### src/rtl/uart_rx_fifo.sv
// 8N1 oversampling UART receiver feeding a first-word-fall-through receive FIFO,
// with sticky framing-error and overrun flags.
module uart_rx_fifo #(
   parameter int unsigned CLK_FREQ   = 50000000,
   parameter int unsigned BAUD       = 115200,
   parameter int unsigned FIFO_DEPTH = 16
) (
   input  logic                          clk,
   input  logic                          rst,
   input  logic                          rxd,
   input  logic                          rd_en,
   input  logic                          err_clr,
   output logic [7:0]                    data_out,
   output logic                          data_valid,
   output logic [$clog2(FIFO_DEPTH):0]   fifo_count,
   output logic                          frame_err,
   output logic                          overrun
);

   localparam int unsigned DIV = (CLK_FREQ + 8 * BAUD) / (16 * BAUD);
   localparam int unsigned DW  = (DIV > 1) ? $clog2(DIV) : 1;
   localparam int unsigned AW  = $clog2(FIFO_DEPTH);

   typedef enum logic [2:0] {
      ST_IDLE,
      ST_START,
      ST_DATA,
      ST_STOP,
      ST_BREAK
   } state_t;

   // Two-flop synchronizer; idles high so reset never looks like a start bit
   logic rx_meta;
   logic rxs;

   always_ff @(posedge clk) begin
      if (rst) begin
         rx_meta <= 1'b1;
         rxs     <= 1'b1;
      end else begin
         rx_meta <= rxd;
         rxs     <= rx_meta;
      end
   end

   // Free-running 16x oversample divider
   logic [DW-1:0] div_cnt;
   logic          tick_c;

   assign tick_c = (div_cnt == DW'(DIV - 1));

   always_ff @(posedge clk) begin
      if (rst || tick_c) begin
         div_cnt <= '0;
      end else begin
         div_cnt <= div_cnt + 1'b1;
      end
   end

   // Line must be seen high on a tick after reset before a start is accepted
   logic armed;

   always_ff @(posedge clk) begin
      if (rst) begin
         armed <= 1'b0;
      end else if (tick_c && rxs) begin
         armed <= 1'b1;
      end
   end

   state_t     state;
   state_t     state_nxt;
   logic [3:0] s_cnt;
   logic [3:0] s_cnt_nxt;
   logic [3:0] cnt_inc;
   logic [2:0] bit_idx;
   logic [2:0] bit_idx_nxt;
   logic [7:0] shreg;
   logic [7:0] shreg_nxt;
   logic       smp7;
   logic       smp7_nxt;
   logic       smp8;
   logic       smp8_nxt;
   logic       maj_c;
   logic       push_c;
   logic       ferr_set_c;

   assign cnt_inc = s_cnt + 4'd1;
   assign maj_c   = (smp7 & smp8) | (smp7 & rxs) | (smp8 & rxs);

   always_ff @(posedge clk) begin
      if (rst) begin
         state   <= ST_IDLE;
         s_cnt   <= 4'd0;
         bit_idx <= 3'd0;
         shreg   <= 8'd0;
         smp7    <= 1'b0;
         smp8    <= 1'b0;
      end else begin
         state   <= state_nxt;
         s_cnt   <= s_cnt_nxt;
         bit_idx <= bit_idx_nxt;
         shreg   <= shreg_nxt;
         smp7    <= smp7_nxt;
         smp8    <= smp8_nxt;
      end
   end

   // Sample counter numbers ticks within a 16-tick bit cell; the start-detect tick is 0
   always_comb begin
      state_nxt   = state;
      s_cnt_nxt   = s_cnt;
      bit_idx_nxt = bit_idx;
      shreg_nxt   = shreg;
      smp7_nxt    = smp7;
      smp8_nxt    = smp8;
      push_c      = 1'b0;
      ferr_set_c  = 1'b0;

      if (tick_c) begin
         case (state)
            ST_IDLE: begin
               if (armed && !rxs) begin
                  state_nxt = ST_START;
                  s_cnt_nxt = 4'd0;
               end
            end
            ST_START: begin
               s_cnt_nxt = cnt_inc;
               if (cnt_inc == 4'd8 && rxs) begin
                  state_nxt = ST_IDLE;
               end else if (cnt_inc == 4'd0) begin
                  state_nxt   = ST_DATA;
                  bit_idx_nxt = 3'd0;
               end
            end
            ST_DATA: begin
               s_cnt_nxt = cnt_inc;
               if (cnt_inc == 4'd7) smp7_nxt = rxs;
               if (cnt_inc == 4'd8) smp8_nxt = rxs;
               if (cnt_inc == 4'd9) shreg_nxt = {maj_c, shreg[7:1]};
               if (cnt_inc == 4'd0) begin
                  if (bit_idx == 3'd7) begin
                     state_nxt = ST_STOP;
                  end else begin
                     bit_idx_nxt = bit_idx + 3'd1;
                  end
               end
            end
            ST_STOP: begin
               s_cnt_nxt = cnt_inc;
               if (cnt_inc == 4'd7) smp7_nxt = rxs;
               if (cnt_inc == 4'd8) smp8_nxt = rxs;
               if (cnt_inc == 4'd9) begin
                  if (maj_c) begin
                     push_c    = 1'b1;
                     state_nxt = ST_IDLE;
                  end else begin
                     ferr_set_c = 1'b1;
                     state_nxt  = ST_BREAK;
                  end
               end
            end
            ST_BREAK: begin
               if (rxs) state_nxt = ST_IDLE;
            end
            default: state_nxt = ST_IDLE;
         endcase
      end
   end

   // Receive FIFO: pointers carry one wrap bit beyond the address
   logic [7:0]  mem [FIFO_DEPTH];
   logic [AW:0] wptr;
   logic [AW:0] rptr;
   logic        empty_c;
   logic        full_c;
   logic        do_pop_c;
   logic        do_push_c;
   logic        ovr_set_c;

   assign empty_c   = (wptr == rptr);
   assign full_c    = (wptr[AW-1:0] == rptr[AW-1:0]) && (wptr[AW] != rptr[AW]);
   assign do_pop_c  = rd_en && !empty_c;
   assign do_push_c = push_c && (!full_c || do_pop_c);
   assign ovr_set_c = push_c && full_c && !do_pop_c;

   always_ff @(posedge clk) begin
      if (do_push_c) begin
         mem[wptr[AW-1:0]] <= shreg;
      end
   end

   always_ff @(posedge clk) begin
      if (rst) begin
         wptr <= '0;
         rptr <= '0;
      end else begin
         if (do_push_c) wptr <= wptr + 1'b1;
         if (do_pop_c)  rptr <= rptr + 1'b1;
      end
   end

   // Sticky error flags; a new error outranks a simultaneous clear
   always_ff @(posedge clk) begin
      if (rst) begin
         frame_err <= 1'b0;
         overrun   <= 1'b0;
      end else begin
         if (ferr_set_c)   frame_err <= 1'b1;
         else if (err_clr) frame_err <= 1'b0;
         if (ovr_set_c)    overrun <= 1'b1;
         else if (err_clr) overrun <= 1'b0;
      end
   end

   assign data_out   = mem[rptr[AW-1:0]];
   assign data_valid = !empty_c;
   assign fifo_count = wptr - rptr;

endmodule

### config.mk
export PLATFORM = sky130hd
export DESIGN_NAME = uart_rx_fifo
export DESIGN_NICKNAME = d
export VERILOG_FILES = /design/src/rtl/uart_rx_fifo.sv
export SDC_FILE = /design/constraint.sdc
export NUM_CORES = 1
export LEC_CHECK = 0
export BUFFER_PORTS_ARGS = -buffer_cell sky130_fd_sc_hd__buf_2
export CAP_MARGIN = 20
export CORE_MARGIN = 2
export CORE_UTILIZATION = 45
export CTS_CLUSTER_DIAMETER = 60
export DETAILED_ROUTE_END_ITERATION = 6
export GPL_ROUTABILITY_DRIVEN = 1
export PLACE_DENSITY = 0.68
export SETUP_SLACK_MARGIN = 0.4
export SYNTH_ARGS = -nofsm -noshare
export SYNTH_HDL_FRONTEND = slang
export SYNTH_SLANG_ARGS = --single-unit
### constraint.sdc
create_clock -name clk -period 4.8 [get_ports clk]
set_clock_uncertainty 0.2 [all_clocks]
set_input_delay 0.96 -clock clk [delete_from_list [all_inputs] [get_ports clk]]
set_output_delay 0.96 -clock clk [all_outputs]
set_load 0.005 [all_outputs]
==> run_results.csv <==
group,metric,value,unit
timing,fin_setup_tns,0,ns
clocking,cts_tree,"built",
clocking,cts_max_path_buffers,2,
worst_setup_path,setup.worst_path.start_class,"flop",
routing,wl_per_cell,19.5,um
routing,via_per_inst,5.58,
die,core_area,0.0158,mm^2
grt,grt_max_degree,42,
finish,layout.nets,508,
die,die_area,0.0171,mm^2
clocking,clkLatencyLatePin,0.42,ns
placement,placed_area,0.00754,mm^2
timing,max_slew_margin,51.3,%
clocking,root_buffer,"clkbuf_16",
finish,drive_gt1_share,22.3,%
routing,dr.pass1.iters,5,
synth,synth-seq-cells,172,
synth,syn-cell-area,0.00724,mm^2
timing,post-route-period-util,77.8,%
synth,synth_xor_xnor_area_share,1.45,%
timing,timing.final.ws_setup,1.07,ns
routing,antenna_left,0,
worst_setup_path,cp_max_fo,15,
finish,final_cell_area,0.00811,mm^2
clocking,cts.repair.resized,0,
clocking,postCtsSetupBuffers,0,
worst_setup_path,crit_required,3.64,ns
routing,vias,3984,
synth,synthFlopType,"edfxtp_1",
run,drv_cap,0,
synth,ys_async_sr_fraction,0,%
die,rows,46,
grt,grt_pass1_vias,3906,
die,ios,21,
status,status,"finished, final reports clean",
synth,yosysMostFrequentCell,"edfxtp_1",
synth,yosys.area_share.adder,3.18,%
synth,synth_fp_nets,488,
die,die_w,131,um
pwr,leakage,2.73,nW
placement,place_ws,1.44,ns
grt,grt_pass1_wl,21500,um
timing,setup_viol,0,
timing,holdWs,0.210,ns
timing,maxSlewViolCount,0,
die,start_util,45.8,%
clocking,holdBufCountCts,0,
pwr,ir_worst_vdd,0.236,mV
synth,synth_top_cell_area_share,53.1,%
synth,synth_top_family_by_area,"multiplexers",
clocking,htree_levels,4,
synth,synth_cell_type_count,60,
pwr,powerDensity,358,mW/mm^2
synth,yosysTopAreaCell,"edfxtp_1",
die,die_y,131,um
synth,avgSynthCellArea,15.5,um^2
synth,synth-compound-area-share,4.82,%
grt,antenna_found_initial,0,
pwr,p_total,2.91,mW
grt,grt-ovfl-total,0,
timing,tightest_slew,0.731,ns
synth,ys_warn_count,0,
routing,first_iter_violations,453,
routing,drc,0,
timing,rsz0062_at_grt,"no",
synth,synth_edf_count,128,
timing,hold_violations,0,
synth,yosysSeqAreaShare,65.2,%
placement,dp_hpwl,8820,um
worst_setup_path,end_kind,"primary output",
hold_path,hp-class,"reg -> reg",
placement,gp_congestion,0.782,
worst_setup_path,critPathArrivalTime,2.57,ns
synth,yosys-top-cells-area,"edfxtp_1, mux4_2, dfxtp_1, ha_1, a21oi_1",
finish,antenna_cells,0,
timing,timing.fmax,0.268,GHz
synth,muxShareOfSynthArea,13.2,%
placement,port_buffers,20,
grt,grt_usage,17.5,%
routing,drt-total-wl,13900,um
clocking,cts.clk_slew.worst_paths,0.06,ns
synth,ys_top_cells_by_count,"edfxtp_1, dfxtp_1, mux4_2, nor2_1, a21oi_1",
clocking,cts_buffers,17,
synth,netlist_instances,466,
synth,synthSimpleGateAreaFrac,10.0,%
timing,post-route-min-period,3.73,ns
worst_setup_path,crit_type,"reg -> out",
clocking,clock_sinks,172,
finish,synthToLayoutAreaGrowth,12.0,%
final cells by class:
type	count	area (um^2)
Tap cell	216	270
Clock buffer	17	425
Sequential cell	172	4730
Timing Repair Buffer	23	123
Inverter	14	52.6
Fill cell	1295	7720
Clock inverter	14	149
Multi-Input combinational cell	258	2360
report_power, final:
group          total, mW  internal (mW)  leakage [nW]  switching, mW
Combinational     0.0138        0.00523         0.914        0.00859
Clock               1.31          0.763         0.271          0.547
Sequential          1.58           1.58          1.54        0.00286
stage by stage:
| step | instances | utilization (%) |
|---|---|---|
| finish | 714 | 51.2 |
| floorplan | 466 | - |
| detailed placement | 683 | 47.6 |
| CTS | 714 | 51.2 |
| global route | 714 | 51.2 |
| global placement | 683 | 47.6 |
per-layer routing:
layer  vias to the layer above  wire length, um  global-route usage [%]
met5                         -                0                       0
met1                      2001             6190                    23.2
met3                        20              856                    5.05
met4                         0              203                    5.94
met2                       115             6660                    28.0
li1                       1848                -                       -
state kept, by name, summed over array words and instances (netlist names), 3 cells and up, named ones only:
signal / cells
bit_idx: 3
div_cnt: 5
mem: 128
rptr: 5
s_cnt: 4
shreg: 8
state: 3
wptr: 5
cell families after synthesis:
kind of cell / after synthesis
mux: 45
xor+xnor: 12
buf+inv: 36
flops: 172
simple gates: 126
fa+ha+maj: 18
compound gates: 57
path summary, 6_finish.rpt:
path,startpoint,end,slack [ns],cells past startpoint
worst max register to register,wptr[0]$_SDFFE_PP0P_,mem[3][5]$_DFFE_PP_,1.74,7
worst max-delay path,flop,data_out[5],1.07,4
worst min register to register,rx_meta$_SDFF_PP1_,rxs$_SDFF_PP1_,0.21,1
worst min-delay path,rx_meta$_SDFF_PP1_,rxs$_SDFF_PP1_,0.21,1
critical path, cell delays in order, from the launching register on:
cell,delay (ns)
dfxtp_2,0.60
buf_4,0.38
mux4_2,0.56
mux4_2,0.46
buf_2,0.14
cell usage in the layout (no fill, tap or decap), types with 3 or more instances in the layout:
cell	n
mux2i_1	3
xor2_1	3
buf_4	3
nand3_1	19
a21o_1	4
clkinv_4	4
nand2_1	13
nor3b_1	3
nor2b_1	6
dfxtp_1	43
clkbuf_16	17
a21boi_0	3
xnor2_1	9
clkinvlp_4	4
mux4_2	40
nor3_1	6
a21oi_1	24
nor2_1	26
a21oi_2	3
o21ai_0	13
clkinv_2	3
and3_1	16
nand2b_1	8
inv_1	14
ha_1	16
nand4_1	4
buf_2	20
edfxtp_1	128
Power figures use the tool's default switching activity.
